===== config.mk =====
export PLATFORM = sky130hd
export DESIGN_NAME = packet_gen
export DESIGN_NICKNAME = d
export VERILOG_FILES = /design/src/rtl/cabletest_pkg.sv /design/src/rtl/packet_pattern.sv /design/src/rtl/packet_gen.sv
export SDC_FILE = /design/constraint.sdc
export NUM_CORES = 1
export LEC_CHECK = 0
export CAP_MARGIN = 10
export CORE_AREA = 2 2 230 232
export CTS_CLUSTER_SIZE = 16
export DETAILED_ROUTE_END_ITERATION = 6
export DIE_AREA = 0 0 232 234
export PLACE_DENSITY = 0.61
export SLEW_MARGIN = 40
export SYNTH_ARGS = -nofsm -noshare
export SYNTH_HDL_FRONTEND = slang
export SYNTH_SLANG_ARGS = --single-unit
export TNS_END_PERCENT = 50

===== constraint.sdc =====
create_clock -name clk -period 3.6 [get_ports clk]
set_input_delay 0.54 -clock clk [delete_from_list [all_inputs] [get_ports clk]]
set_output_delay 0.54 -clock clk [all_outputs]
set_load 0.005 [all_outputs]

===== src/rtl/cabletest_pkg.sv =====
// Shared cable-test definitions: control/status bit positions and the
// deterministic lane pattern used by both the generator and the checker.
package cabletest_pkg;

  localparam int unsigned CTL_W      = 3;
  localparam int unsigned CTL_START  = 0;
  localparam int unsigned CTL_HALT   = 1;
  localparam int unsigned CTL_INJECT = 2;

  localparam int unsigned STA_W      = 3;
  localparam int unsigned STA_BUSY   = 0;
  localparam int unsigned STA_SENT   = 1;
  localparam int unsigned STA_HALTED = 2;

  localparam int unsigned PRS_W      = 3;
  localparam int unsigned PRS_LOCKED = 0;
  localparam int unsigned PRS_ERROR  = 1;
  localparam int unsigned PRS_DONE   = 2;

  localparam int unsigned LANE_W     = 32;
  localparam int unsigned SEQ_W      = 32;
  localparam int unsigned SEQ_LO_W   = 16;
  localparam int unsigned BEAT_W     = 8;
  localparam int unsigned LANE_ID_W  = 8;
  localparam int unsigned CNT_W      = 64;

  typedef enum logic [0:0] {
    PG_IDLE = 1'b0,
    PG_SEND = 1'b1
  } pg_state_e;

  // Only the low half of the sequence number appears on the wire.
  function automatic logic [LANE_W-1:0] pattern_word(
    input logic [SEQ_LO_W-1:0]  seq,
    input logic [BEAT_W-1:0]    beat,
    input logic [LANE_ID_W-1:0] lane
  );
    return {seq, beat, lane};
  endfunction

endpackage


===== src/rtl/packet_pattern.sv =====
// Combinational full-width data word for a given (seq, beat); lane 0 in the LSBs.
module packet_pattern
  import cabletest_pkg::*;
#(
  parameter int unsigned DATA_WBITS = 512
) (
  input  logic [SEQ_LO_W-1:0]   seq,
  input  logic [BEAT_W-1:0]     beat,
  output logic [DATA_WBITS-1:0] word_c
);

  localparam int unsigned LANES = DATA_WBITS / LANE_W;

  always_comb begin
    word_c = '0;
    for (int unsigned i = 0; i < LANES; i++) begin
      word_c[i*LANE_W +: LANE_W] = pattern_word(seq, beat, LANE_ID_W'(i));
    end
  end

endmodule


===== src/rtl/packet_gen.sv =====
// Per-port packet generator: bounded run of fixed-length patterned packets on
// an AXI4-Stream master, with halt-after-packet and single-bit error injection.
module packet_gen
  import cabletest_pkg::*;
#(
  parameter int unsigned DATA_WBITS = 512
) (
  input  logic                  clk,
  input  logic                  resetn,
  input  logic [CTL_W-1:0]      pg_control,
  input  logic [BEAT_W-1:0]     CYCLES_PER_PACKET,
  input  logic [CNT_W-1:0]      PACKET_COUNT,
  output logic [STA_W-1:0]      pg_status,
  output logic [DATA_WBITS-1:0] AXIS_TX_TDATA,
  output logic                  AXIS_TX_TLAST,
  output logic                  AXIS_TX_TVALID,
  input  logic                  AXIS_TX_TREADY
);

  pg_state_e          state;
  logic [BEAT_W-1:0]  cpp_q;
  logic [CNT_W-1:0]   remaining_q;
  logic [SEQ_W-1:0]   seq_q;
  logic [BEAT_W-1:0]  beat_q;
  logic               halt_pend_q;
  logic               inject_pend_q;
  logic               corrupt_q;

  logic               start;
  logic               halt;
  logic               inject;
  logic               xfer;
  logic               eop;
  logic               start_ok;
  logic               run_done;
  logic               load;
  logic               inj_block;
  logic [BEAT_W-1:0]  cpp_in;
  logic [BEAT_W-1:0]  cpp_sel;
  logic [SEQ_W-1:0]   nxt_seq;
  logic [BEAT_W-1:0]  nxt_beat;
  logic               nxt_last;
  logic [DATA_WBITS-1:0] word_c;

  assign start    = pg_control[CTL_START];
  assign halt     = pg_control[CTL_HALT];
  assign inject   = pg_control[CTL_INJECT];
  assign xfer     = AXIS_TX_TVALID & AXIS_TX_TREADY;
  assign eop      = xfer & AXIS_TX_TLAST;
  assign start_ok = (state == PG_IDLE) & start & (PACKET_COUNT != '0);
  assign cpp_in   = (CYCLES_PER_PACKET == '0) ? BEAT_W'(1) : CYCLES_PER_PACKET;
  assign cpp_sel  = start_ok ? cpp_in : cpp_q;
  // A halt arriving with a non-final TLAST stops the run right there.
  assign run_done = eop & ((remaining_q == CNT_W'(1)) | halt_pend_q | halt);
  assign load     = start_ok | (xfer & ~run_done);
  // An inject already pending, or riding on the beat in flight, absorbs new strobes.
  assign inj_block = inject_pend_q | (AXIS_TX_TVALID & corrupt_q);

  // Sequence/beat of the beat to be presented next cycle.
  always_comb begin
    nxt_seq  = seq_q;
    nxt_beat = beat_q;
    if (start_ok) begin
      nxt_seq  = '0;
      nxt_beat = '0;
    end else if (eop) begin
      nxt_seq  = seq_q + SEQ_W'(1);
      nxt_beat = '0;
    end else if (xfer) begin
      nxt_beat = beat_q + BEAT_W'(1);
    end
    nxt_last = (nxt_beat == (cpp_sel - BEAT_W'(1)));
  end

  packet_pattern #(
    .DATA_WBITS (DATA_WBITS)
  ) u_pattern (
    .seq    (nxt_seq[SEQ_LO_W-1:0]),
    .beat   (nxt_beat),
    .word_c (word_c)
  );

  always_ff @(posedge clk) begin
    if (!resetn) begin
      state          <= PG_IDLE;
      cpp_q          <= '0;
      remaining_q    <= '0;
      seq_q          <= '0;
      beat_q         <= '0;
      halt_pend_q    <= 1'b0;
      inject_pend_q  <= 1'b0;
      corrupt_q      <= 1'b0;
      pg_status      <= '0;
      AXIS_TX_TDATA  <= '0;
      AXIS_TX_TLAST  <= 1'b0;
      AXIS_TX_TVALID <= 1'b0;
    end else begin
      pg_status[STA_SENT] <= eop;
      seq_q  <= nxt_seq;
      beat_q <= nxt_beat;

      case (state)
        PG_IDLE: begin
          if (start_ok) begin
            state                 <= PG_SEND;
            cpp_q                 <= cpp_in;
            remaining_q           <= PACKET_COUNT;
            halt_pend_q           <= 1'b0;
            pg_status[STA_HALTED] <= 1'b0;
            pg_status[STA_BUSY]   <= 1'b1;
            AXIS_TX_TVALID        <= 1'b1;
          end
        end
        PG_SEND: begin
          if (halt) halt_pend_q <= 1'b1;
          if (eop) remaining_q <= remaining_q - CNT_W'(1);
          if (run_done) begin
            state                 <= PG_IDLE;
            halt_pend_q           <= 1'b0;
            pg_status[STA_HALTED] <= (remaining_q != CNT_W'(1));
            pg_status[STA_BUSY]   <= 1'b0;
            AXIS_TX_TVALID        <= 1'b0;
            AXIS_TX_TLAST         <= 1'b0;
            corrupt_q             <= 1'b0;
          end
        end
        default: state <= PG_IDLE;
      endcase

      // A pending inject is consumed by the next beat loaded into the output register.
      if (load) begin
        AXIS_TX_TDATA <= word_c ^ DATA_WBITS'(inject_pend_q);
        AXIS_TX_TLAST <= nxt_last;
        corrupt_q     <= inject_pend_q;
        inject_pend_q <= inject & ~inj_block;
      end else begin
        inject_pend_q <= inject_pend_q | (inject & ~(AXIS_TX_TVALID & corrupt_q));
      end
    end
  end

endmodule


# [Word-level counts from Yosys, hierarchy flattened]
# Cells that the tools add are included.
[totals] reg_bits=633 wordCells=80 in_bits=78 output_inout_bits=517
[op_classes] n_eq_ne=7 n_mux=26 bitwise=20 n_addsub=4 reduce_logical=9
[ops] cell="bitwise XOR 512 x 1 -> 512 bit" count=1
[ops] cell="two-way mux 64 bit" count=2
[ops] cell="one-hot mux 64 bit (2 select lines)" count=1
[ops] cell="equality test 64 x 1 -> 1 bit, second input constant" count=1
[ops] cell="inequality test 64 x 1 -> 1 bit, second input constant" count=1
[ops] cell="nonzero test 64 bit" count=1
[ops] cell="subtractor 64 x 1 -> 64 bit, second input constant" count=1
[ops] cell="two-way mux 8 bit" count=5
[ops] cell="adder 32 x 1 -> 32 bit, second input constant" count=1
[ops] cell="two-way mux 16 bit" count=2
[ops] cell="two-way mux 1 bit" count=12
[ops] cell="AND 1 bit" count=9
[ops] cell="adder 8 x 1 -> 8 bit, second input constant" count=1
[ops] cell="equality test 8 bit" count=1
[ops] cell="zero test 8 bit" count=1
[ops] cell="one-hot mux 1 bit (2 select lines)" count=4
[ops] cell="AND reduction 2 bit" count=4
[ops] cell="subtractor 8 x 1 -> 8 bit, second input constant" count=1
[ops] cell="inverter 1 bit" count=5
[ops] cell="OR 1 bit" count=5
[ops] cell="inequality test 2 x 1 -> 1 bit, second input constant" count=2
[ops] cell="nonzero test 2 bit" count=2
[ops] cell="inequality test 3 x 2 -> 1 bit, second input constant" count=1
[ops] cell="inequality test 2 bit, second input constant" count=1
[ops] cell="OR reduction 2 bit" count=1

# [Depth between registers and ports, before layout]
# Gate-level depths: netlist of the first run.
[depth] depth_word=9 mapped_depth=16

# [Hierarchy]
# Synthesis of the first run repeated with hierarchy kept, for this count alone.
[hier_totals] hier_cells=3582 hier_area_um2=27864.2
[modules_own_cells] module="packet_gen" seq_area_each_um2=12331.8 n_inst=1 area_each_um2=24013.0 cells_per_inst=3068
[modules_own_cells] module="packet_pattern" seq_area_each_um2=0.0 n_inst=1 area_each_um2=3851.2 cells_per_inst=514

# [Least setup slack after synthesis of the first run]
# Ideal clock, no wire load.
[synth_timing] path_type="input to register" from="in PACKET_COUNT[33]" to="reg AXIS_TX_TLAST" path_stages=16 setup_ns=0.061 arrival_ns=3.661 required_time_ns=3.539 n_path_buf=2 slack_ns=-0.121 path_cell_list="nor4_1 > nand4_1 > or4_1 > nand2_1 > clkbuf_1 > nor2_1 > a21oi_1 > ha_1 > clkbuf_1 > inv_1 > or3_1 > xor2_1 > xnor2_1 > o211ai_1 > a222oi_1 > a32o_1"
[synth_via] elab_chain_cells=6 elab_cells_between_ends=11 cone_classes="add/sub (1); eq/ne (1); mux (3); bitwise (2); reduce/logical (4)"
[synth_lines] item="from (decl)" line="packet_gen.sv:12" source="input logic [CNT_W-1:0] PACKET_COUNT,"
[synth_lines] item="nonzero test 64 bit (*)" line="packet_gen.sv:50" source="assign start_ok = (state == PG_IDLE) & start & (PACKET_COUNT != '0);"
[synth_lines] item="AND 1 bit (*)" line="packet_gen.sv:50"
[synth_lines] item="two-way mux 8 bit"
[synth_lines] item="subtractor 8 x 1 -> 8 bit" line="packet_gen.sv:72" source="nxt_last = (nxt_beat == (cpp_sel - BEAT_W'(1)));"
[synth_lines] item="equality test 8 bit" line="packet_gen.sv:72"
[synth_lines] item="two-way mux 1 bit" line="packet_gen.sv:131" source="if (load) begin"
[synth_lines] item="to (signal assigned)" line="packet_gen.sv:133" source="AXIS_TX_TLAST <= nxt_last;"
[synth_lines] item="to (decl)" line="packet_gen.sv:15" source="output logic AXIS_TX_TLAST,"
# Every way passes the cells marked *; elsewhere a longest branch is shown, timed or not.
# A chain may end at the register's enable or synchronous reset.

# [Final worst setup path of the first run]
[layout_timing] from="in PACKET_COUNT[27]" to="reg AXIS_TX_TLAST"
# The elaborated chain is that of the path after synthesis.

==> results of run 1 <==
-- cell families after synthesis --
family,Yosys count
other,1
multiplexers,19
buffers and inverters,559
flip-flops,130
adder cells (fa/ha/maj),5
AND/OR/NAND/NOR,421
AO/OA/AOI/OAI,245
XOR/XNOR,27
-- registers in the layout, indices dropped and copies added, names as in the netlist --
register	flops
state	1
beat_q	8
corrupt_q	1
inject_pend_q	1
AXIS_TX_TLAST	1
pg_status	3
remaining_q	64
cpp_q	8
halt_pend_q	1
seq_q	16
AXIS_TX_TDATA	26
-- power groups by stage --
stage                     clock (uW)  combinational (uW)  sequential (uW)
after detailed placement           0                1190             1690
after floorplan                    0                 795             1640
after CTS                       1820                1200             1660
final                           1770                1210             1660
after global placement             0                1190             1680
after global routing            1870                1310             1670
-- layer usage --
metal	global-route usage, %	part of all wire [%]	up-vias	routed length, um
met5	0	0.042	-	16
met4	4.49	2.1	2	807
met3	2.49	6.7	51	2540
met2	23.2	51	514	19300
met1	15.2	40	4711	15300
li1	-	-	4695	-
-- worst max path at each step --
stage | from | end | depth (start not counted)
CTS | PACKET_COUNT[3] | AXIS_TX_TLAST | 17
floorplan | PACKET_COUNT[33] | AXIS_TX_TLAST | 16
global placement | PACKET_COUNT[31] | AXIS_TX_TLAST | 15
detailed placement | PACKET_COUNT[3] | AXIS_TX_TLAST | 17
finish | PACKET_COUNT[27] | AXIS_TX_TLAST | 16
global route | PACKET_COUNT[12] | AXIS_TX_TLAST | 16
-- synth_stat cells (20+ instances only) --
cell        n
dfxtp_1   130
and3_1     22
nand3_1    26
a22oi_1    20
o21ai_0    47
nand2_1    79
a21oi_1    60
buf_4     487
nor3_1     39
clkbuf_1   49
nor2_1    121
nor4_1     40
a211oi_1   22
-- timing repair --
action / CTS / global route
setup buffers: 0 / 3
endpoints found under the setup margin: 1 / 1
pin swaps: 0 / 15
cloned: 0 / 0
gates resized for setup: 4 / 42
-- critical path, delay by kind of cell --
family | cells | cell delay [ns]
AOI/OAI and AO/OA | 4 | 0.66
xor gates and xnor gates | 2 | 0.31
adders and majority gates | 1 | 0.20
buffers and inverters | 3 | 0.70
and+or+nand+nor | 6 | 1.40
-- cell type report --
cell class	count	area, sq um
multi-input cells	812	4790
clock buffers	22	484
clock inverters	10	97.6
flip-flops and latches	130	2610
inverters	9	33.8
well taps	688	861
repair buffers	612	5950
fillers	5532	37200
-- cell usage in the layout (no fill, tap or decap), types with 6 or more instances in the layout --
cell	n
xor2_1	13
xnor2_1	11
nand4_1	16
clkdlybuf4s50_1	477
nand3_1	26
nor2b_1	6
nor2_1	120
nor4_2	14
conb_1	95
inv_1	7
a22oi_1	20
nor3_1	39
mux2i_1	10
and2_1	17
clkbuf_16	17
dfxtp_2	7
dlymetal6s2s_1	22
or4_1	17
a211oi_1	22
and3_1	22
a21oi_1	56
a222oi_1	11
or3_1	14
buf_4	109
o31ai_1	14
mux2_2	9
o21ai_0	47
nor4_1	26
dfxtp_1	123
a221oi_1	16
o21a_1	7
nand2_1	78
-- metrics by stage --
| stage | hold WS (ns) | power (uW) | setup WS (ns) | setup TNS (ns) |
|---|---|---|---|---|
| after floorplan | 0.437 | 2430 | 0.0603 | 0 |
| after global placement | 0.451 | 2870 | -0.577 | -0.577 |
| after detailed placement | 0.460 | 2880 | -0.612 | -0.612 |
| after CTS | 0.469 | 4670 | 0.0266 | 0 |
| after global routing | 0.442 | 4860 | -0.0104 | -0.0104 |
| final | 0.430 | 4630 | 0.172 | 0 |
==> impl_metrics.yaml, run 1 <==
worst_setup_path:
  cp-end-kind: "flip-flop"
  crit_chain: "clkdlybuf4s50_1 > nor4_2 > nand4_1 > buf_4 > or4_4 > nand2_4 > nor2_1 > a21oi_2 > ha_2 > inv_1 > or3_4 > xor2_2 > xnor2_1 > o211ai_1 > a222oi_1 > a32o_2"
  r2r-end: "remaining_q[56]"
  crit_fanout: 4
  worstReg2RegStart: "remaining_q[0]"
  cp-start-kind: "input pin"
  ff2ff_path_depth: 9
  reg2reg_slack_ns: 0.25
  crit_arrival_ns: 3.82
  cp_slowest_stage_delay_ns: 0.57
  critPathKind: "input pin to flip-flop"
  cpMaxStageDelayCell: "or4_4"
  cp.required_ns: 3.99
grt:
  antenna_found_initial: 3
  grt-ovfl-total: 0
  grt.total_usage_pct: 12.9
  grt_pass1_wl_mm: 53.5
  grt_max_degree: 63
  grt_pass1_vias: 8808
pwr:
  p_seq_share_pct: 35.7
  internal_power_uw: 3180
  p_comb_share_pct: 26.1
  ir_worst_vdd_mv: 0.285
  p_sw_share_pct: 31.3
  p_leak_uw: 0.00552
  clkPwrFrac_pct: 38.2
  p_switching_uw: 1450
  powerDensity_mw_per_mm2: 312
synth:
  yosys.area.top_type: "buf_4"
  synth.top_cell.area_share_pct: 33.8
  ys_types: 66
  synth_simple_gate_area_share_pct: 19.5
  ys.flop_type: "dfxtp_1"
  synth-compound-area-share_pct: 15.3
  synth-seq-cells: 130
  syn_inst: 1407
  synth_edf_count: 0
  synthMuxAreaShare_pct: 1.86
  yosysWarnings: 0
  synthAdderAreaFrac_pct: 0.578
  yosys.area_share.xor_xnor_pct: 2.44
  synth_area_leaders: "buf_4 34%, dfxtp_1 24%, nor2_1 4.2%, a21oi_1 2.8%, nand2_1 2.7%"
  async_flop_share_pct: 0
  synth_top_family_by_area: "buffers and inverters"
  syn_avg_cell_area_sq_um: 7.70
  yosysSeqAreaShare_pct: 24.0
  synth_area_sq_mm: 0.0108
sta:
  final_hold_viol_count: 0
  fmax_mhz: 292
  slew_viol_final: 0
  slew_headroom_pct: 46.9
  min_period_over_period_pct: 95.2
  finalSetupViolCount: 0
  worst_clock_skew_ns: 0.0161
  worst_slew_pin_slew_ns: 0.795
  period_needed_ns: 3.43
die:
  dieArea_sq_mm: 0.0543
  ios: 595
  core_sq_mm: 0.0520
  dieWidth_um: 232
  num_rows: 84
  start_util_pct: 20.8
  fp.dieH_um: 234
routing:
  wirelength_mm: 37.9
  vias: 9973
  routedWlPerCell_um: 16.6
  dr.pass1.iters: 6
  via_per_inst: 4.37
  drc: 0
  antenna_left: 0
  first_iter_violations: 671
finish:
  areaGrowthSynthToFinish_pct: 36.9
  nets: 1665
  drive_gt1_share_pct: 12.4
  num_antenna_cells: 0
  fin_cells: 2283
  final_area_sq_mm: 0.0148
  final_util_pct: 28.5
min_path:
  hp-class: "input pin to flip-flop"
  hold_path_depth: 3
  min_from: "PACKET_COUNT[4]"
  hold_end: "remaining_q[4]"
clocking:
  cts_hold_buf: 0
  htreeDepth: 4
  cts_buffers: 17
  tritoncts: "done"
  clk_path_buf_depth: 2
  root_buffer: "clkbuf_16"
  clock_sinks: 130
  clkLatencyLatePin_ns: 0.45
  clkSlewWorstSetupHoldPaths_ns: 0.06
status:
  status: "finished clean"
placement:
  portBuffers: 499
  gp_congestion: 0.875
  placed_cell_area_sq_mm: 0.0140
  place_hpwl_mm: 29.1
  placed_cells: 2248
job:
  drv_cap: 0
(Power assumes the default switching activity.)
==> run 2: changes to the inputs <==
Settings changed: GPL_ROUTABILITY_DRIVEN from default to 0.
==> impl_metrics.yaml, run 2 (same netlist as run 1, synthesis figures left out) <==
clocking:
  htreeDepth: 4
  tritoncts: "done"
  clkSlewWorstSetupHoldPaths_ns: 0.06
  clk_path_buf_depth: 2
  cts_buffers: 17
  clkLatencyLatePin_ns: 0.44
  root_buffer: "clkbuf_16"
  clock_sinks: 130
worst_setup_path:
  cp.required_ns: 3.98
  cp-end-kind: "flip-flop"
  cp-start-kind: "input pin"
  path_delay_family: "simple AND/OR/NAND/NOR gates"
  crit_fanout: 4
  worstReg2RegStart: "remaining_q[0]"
  cp_slowest_stage_delay_ns: 0.57
  crit_chain: "dlygate4sd2_1 > nor4_4 > buf_4 > nand4_1 > or4_4 > nand2_4 > nor2_1 > a21oi_2 > ha_2 > inv_1 > or3_4 > xor2_2 > xnor2_1 > o211ai_1 > a222oi_1 > a32o_1"
  cp-startpoint: "PACKET_COUNT[53]"
  timing.critical_path.buf_inv: 3
  cpMaxStageDelayCell: "or4_4"
  critPathKind: "input pin to flip-flop"
  crit_arrival_ns: 3.81
pwr:
  p_total_uw: 4640
  p_leak_uw: 0.00574
  ir_worst_vdd_mv: 0.260
  powerDensity_mw_per_mm2: 311
finish:
  top_register: "remaining_q"
  drive_gt1_share_pct: 12.3
  nets: 1663
  areaGrowthSynthToFinish_pct: 38.1
  reg_top3: "remaining_q: 64 flops, AXIS_TX_TDATA: 26 flops, seq_q: 16 flops"
  largest_reg_flops: 64
  final_cell_mix: "452 x clkdlybuf4s50_1, 122 x dfxtp_1, 120 x nor2_1, 106 x buf_4, 95 x conb_1"
  num_antenna_cells: 0
  nFillCells: 5473
  mostFrequentLayoutCell: "clkdlybuf4s50_1"
sta:
  finalSetupViolCount: 0
  period_needed_ns: 3.43
  slew_headroom_pct: 51.5
  fmax_mhz: 291
  worst_clock_skew_ns: 0.0121
  hold_ws_ns: 0.414
  min_period_over_period_pct: 95.4
  slew_viol_final: 0
  final_hold_viol_count: 0
  worst_slew_pin_slew_ns: 0.727
die:
  fp.dieH_um: 234
  start_util_pct: 20.8
  core_sq_mm: 0.0520
  dieWidth_um: 232
  ios: 595
  num_rows: 84
  dieArea_sq_mm: 0.0543
routing:
  vias: 9928
  wirelength_mm: 37.8
  antenna_left: 0
  via_per_inst: 4.35
  first_iter_violations: 746
  drc: 0
  routedWlPerCell_um: 16.6
  dr.pass1.iters: 5
min_path:
  min_from: "PACKET_COUNT[4]"
  hp-class: "input pin to flip-flop"
grt:
  grt_pass1_vias: 8894
  grt-ovfl-total: 0
  grt_max_degree: 63
  antenna_found_initial: 3
  grt_pass1_wl_mm: 53.5
  grt.total_usage_pct: 12.9
status:
  status: "finished clean"
placement:
  portBuffers: 499
  place_hpwl_mm: 29.1
job:
  drv_cap: 0
run 2: power by group:
part / internal (uW) / switching, uW
registers: 1520 / 141
clock network: 1030 / 743
logic: 637 / 575
run 2: what timing repair did:
| action | 4_1_cts | 5_1_grt |
|---|---|---|
| gates resized for setup | 11 | 66 |
| endpoints found under the setup margin | 1 | 1 |
| hold buffers | 0 | 0 |
| setup buffers | 0 | 2 |
| pin swaps | 1 | 25 |
run 2: path summary, 6_finish.rpt:
path,to,slack (ns),cells past startpoint
min,remaining_q[4],0.41,3
max,AXIS_TX_TLAST,0.17,16
max reg2reg,remaining_q[56],0.26,9
min reg2reg,cpp_q[7],0.47,2
run 2: metal layers:
| layer | part of all wire [%] | vias up | wire length (um) | global-route usage, % |
|---|---|---|---|---|
| met5 | 0.034 | - | 13 | 0 |
| met4 | 2.8 | 2 | 1050 | 5.47 |
| met3 | 7.8 | 54 | 2930 | 2.78 |
| met2 | 50 | 548 | 19100 | 22.6 |
| met1 | 39 | 4631 | 14800 | 15.2 |
| li1 | - | 4693 | - | - |
run 2: area by class of cell:
| type | count | area (sq um) | area share (%) |
|---|---|---|---|
| Timing Repair Buffer | 610 | 6000 | 40.2 |
| Multi-Input combinational cell | 812 | 4860 | 32.5 |
| Sequential cell | 130 | 2610 | 17.5 |
| Tap cell | 688 | 861 | 5.76 |
| Clock buffer | 18 | 429 | 2.87 |
| Clock inverter | 14 | 154 | 1.03 |
| Inverter | 9 | 33.8 | 0.226 |
run 2: worst min-delay path, stage by stage:
cell	delay, ns
dlymetal6s2s_1	0.11
a221oi_1	0.09
nor2_1	0.07
run 2: per-stage QoR:
stage                     util [%]  TNS [ns]  instance area, sq um  cells  setup slack, ns
after floorplan                  -         0                 11200   1501           0.0603
after global placement        27.0     -2.66                 14000   2247           -0.802
after detailed placement      27.0     -3.81                 14000   2247           -0.827
after CTS                     28.2         0                 14700   2279           0.0401
after global routing          28.7   -0.0177                 15000   2281          -0.0177
final                         28.7         0                 15000   2281            0.167
==> run 3: changes to the inputs <==
Settings changed: MAX_ROUTING_LAYER from default to met4, REMOVE_ABC_BUFFERS from default to 1.
==> impl_metrics.yaml, run 3 (same netlist as run 1, synthesis figures left out) <==
clocking:
  tritoncts: "done"
  clkSlewWorstSetupHoldPaths_ns: 0.06
  cts_hold_buf: 0
  clock_sinks: 130
  cts_buffers: 17
  clk_path_buf_depth: 2
  root_buffer: "clkbuf_16"
  htreeDepth: 4
  clkLatencyLatePin_ns: 0.43
worst_setup_path:
  cpMaxStageDelayCell: "or4_4"
  reg2reg_slack_ns: 0.39
  cp-start-kind: "input pin"
  cp-startpoint: "PACKET_COUNT[57]"
  worstReg2RegStart: "remaining_q[0]"
  crit_fanout: 4
  critPathKind: "input pin to flip-flop"
  crit_chain: "clkdlybuf4s50_1 > nor4_2 > nand4_1 > or4_4 > nand2_4 > nor2_1 > a21oi_2 > ha_2 > inv_1 > or3_1 > xor2_1 > xnor2_1 > o211ai_1 > a222oi_1 > a32o_1"
  cp_slowest_stage_delay_ns: 0.58
  timing.critical_path.buf_inv: 2
  path_delay_family: "simple AND/OR/NAND/NOR gates"
  cp.required_ns: 3.98
  ff2ff_path_depth: 9
  crit_arrival_ns: 3.82
  r2r-end: "remaining_q[60]"
  cp-end-kind: "flip-flop"
job:
  drv_cap: 0
pwr:
  p_total_uw: 4670
  powerDensity_mw_per_mm2: 312
  p_leak_uw: 0.00582
  ir_worst_vdd_mv: 0.322
routing:
  wl_met2_mm: 18.6
  drc: 3
  highest_layer: "met4"
  wl_met1_mm: 18.0
  antenna_left: 0
  vias: 10033
  wl_met3_mm: 2.95
  first_iter_violations: 826
  dr.pass1.iters: 7
  via_per_inst: 4.39
  wirelength_mm: 40.3
  routedWlPerCell_um: 17.7
grt:
  grt_pass1_wl_mm: 56.0
  grt.total_usage_pct: 14.0
  grt_max_degree: 76
  grt_pass1_vias: 8809
  antenna_found_initial: 6
  grt-ovfl-total: 0
min_path:
  min_from: "PACKET_COUNT[15]"
  hold_path_depth: 3
  hold_end: "remaining_q[15]"
  hp-class: "input pin to flip-flop"
sta:
  hold_ws_ns: 0.461
  slew_headroom_pct: 44.4
  tns_ns: 0
  fin_ws_ns: 0.158
  min_period_over_period_pct: 95.6
  final_hold_viol_count: 0
  fmax_mhz: 291
  period_needed_ns: 3.44
  worst_slew_pin_slew_ns: 0.833
  finalSetupViolCount: 0
  slew_viol_final: 0
  worst_clock_skew_ns: 0.0106
die:
  core_sq_mm: 0.0520
  dieWidth_um: 232
  dieArea_sq_mm: 0.0543
  num_rows: 84
  start_util_pct: 20.8
  ios: 595
  fp.dieH_um: 234
finish:
  mostFrequentLayoutCell: "clkdlybuf4s50_1"
  fin_cells: 2285
  largest_reg_flops: 64
  top_register: "remaining_q"
  reg_top3: "remaining_q: 64 flops, AXIS_TX_TDATA: 26 flops, seq_q: 16 flops"
  areaGrowthSynthToFinish_pct: 38.4
  drive_gt1_share_pct: 11.9
  nFillCells: 5532
  nets: 1662
  final_cell_mix: "439 x clkdlybuf4s50_1, 124 x dfxtp_1, 120 x nor2_1, 102 x buf_4, 95 x conb_1"
placement:
  placed_cells: 2243
  place_hpwl_mm: 30.7
  dpl_worst_slack_ns: -0.848
  portBuffers: 499
status:
  status: "complete, but fails checks"
  violations: "design-rule violations"
==> run 3: changes by cell type in the layout (fill, tap and decap cells not counted), moves of 4 or more <==
cell,change
dlymetal6s2s_1,+6
inv_6,-4
dlygate4sd2_1,+7
diode_2,+6
clkdlybuf4s50_1,-13
buf_4,-4
==> run 3: layout make-up <==
| type | instances | area [sq um] | area share, % |
|---|---|---|---|
| Antenna cell | 6 | 15.0 | 0.100 |
| Clock buffer | 21 | 460 | 3.07 |
| Clock inverter | 10 | 134 | 0.893 |
| Inverter | 9 | 33.8 | 0.225 |
| Multi-Input combinational cell | 812 | 4860 | 32.4 |
| Sequential cell | 130 | 2610 | 17.4 |
| Tap cell | 688 | 861 | 5.74 |
| Timing Repair Buffer | 609 | 6020 | 40.2 |
==> run 3: timing repair <==
item                                    CTS  global route
pin swaps                                 8            25
cloned                                    0             0
endpoints found under the setup margin    1             1
resized for setup                        27            61
setup buffers                             2             4
==> run 3: worst reg2reg max path, delay by kind of cell (launching register included) <==
family                     cells  cell delay, ns
adders and majority gates      1            0.23
and+or+nand+nor                4            1.81
buffers and inverters          2            0.29
DFF                            1            0.35
AOI/OAI and AO/OA              2            0.40
==> run 3: per-stage QoR <==
stage          utilization (%)  instance area (sq um)
2_1_floorplan                -                   7280
3_3_place_gp              27.0                  14000
3_5_place_dp              27.0                  14100
4_1_cts                   28.4                  14800
5_1_grt                   28.8                  15000
6_report                  28.8                  15000
==> run 3: how the worst max path moves through the flow <==
stage               slack [ns]  cells after the start       endpoint
finish                    0.16                     15  AXIS_TX_TLAST
global route            -0.007                     16  AXIS_TX_TLAST
global placement         -1.13                     16  AXIS_TX_TLAST
floorplan                -0.60                     12  AXIS_TX_TLAST
detailed placement       -0.85                     16  AXIS_TX_TLAST
CTS                       0.03                     16  AXIS_TX_TLAST
==> run 3: layer usage <==
layer  GRT usage [%]  vias to the layer above
li1                -                     4701
met1            18.4                     4772
met2            21.4                      510
met3            2.76                       50
met4            4.49                        0
met5               -                        -
==> run 3: report_power, final <==
part	internal [uW]	leakage [uW]	total (uW)	switching [uW]
Sequential	1520	0.00106	1650	132
Clock	1120	0.000289	1790	671
Combinational	634	0.00447	1230	599
Total	3270	0.00582	4670	1400
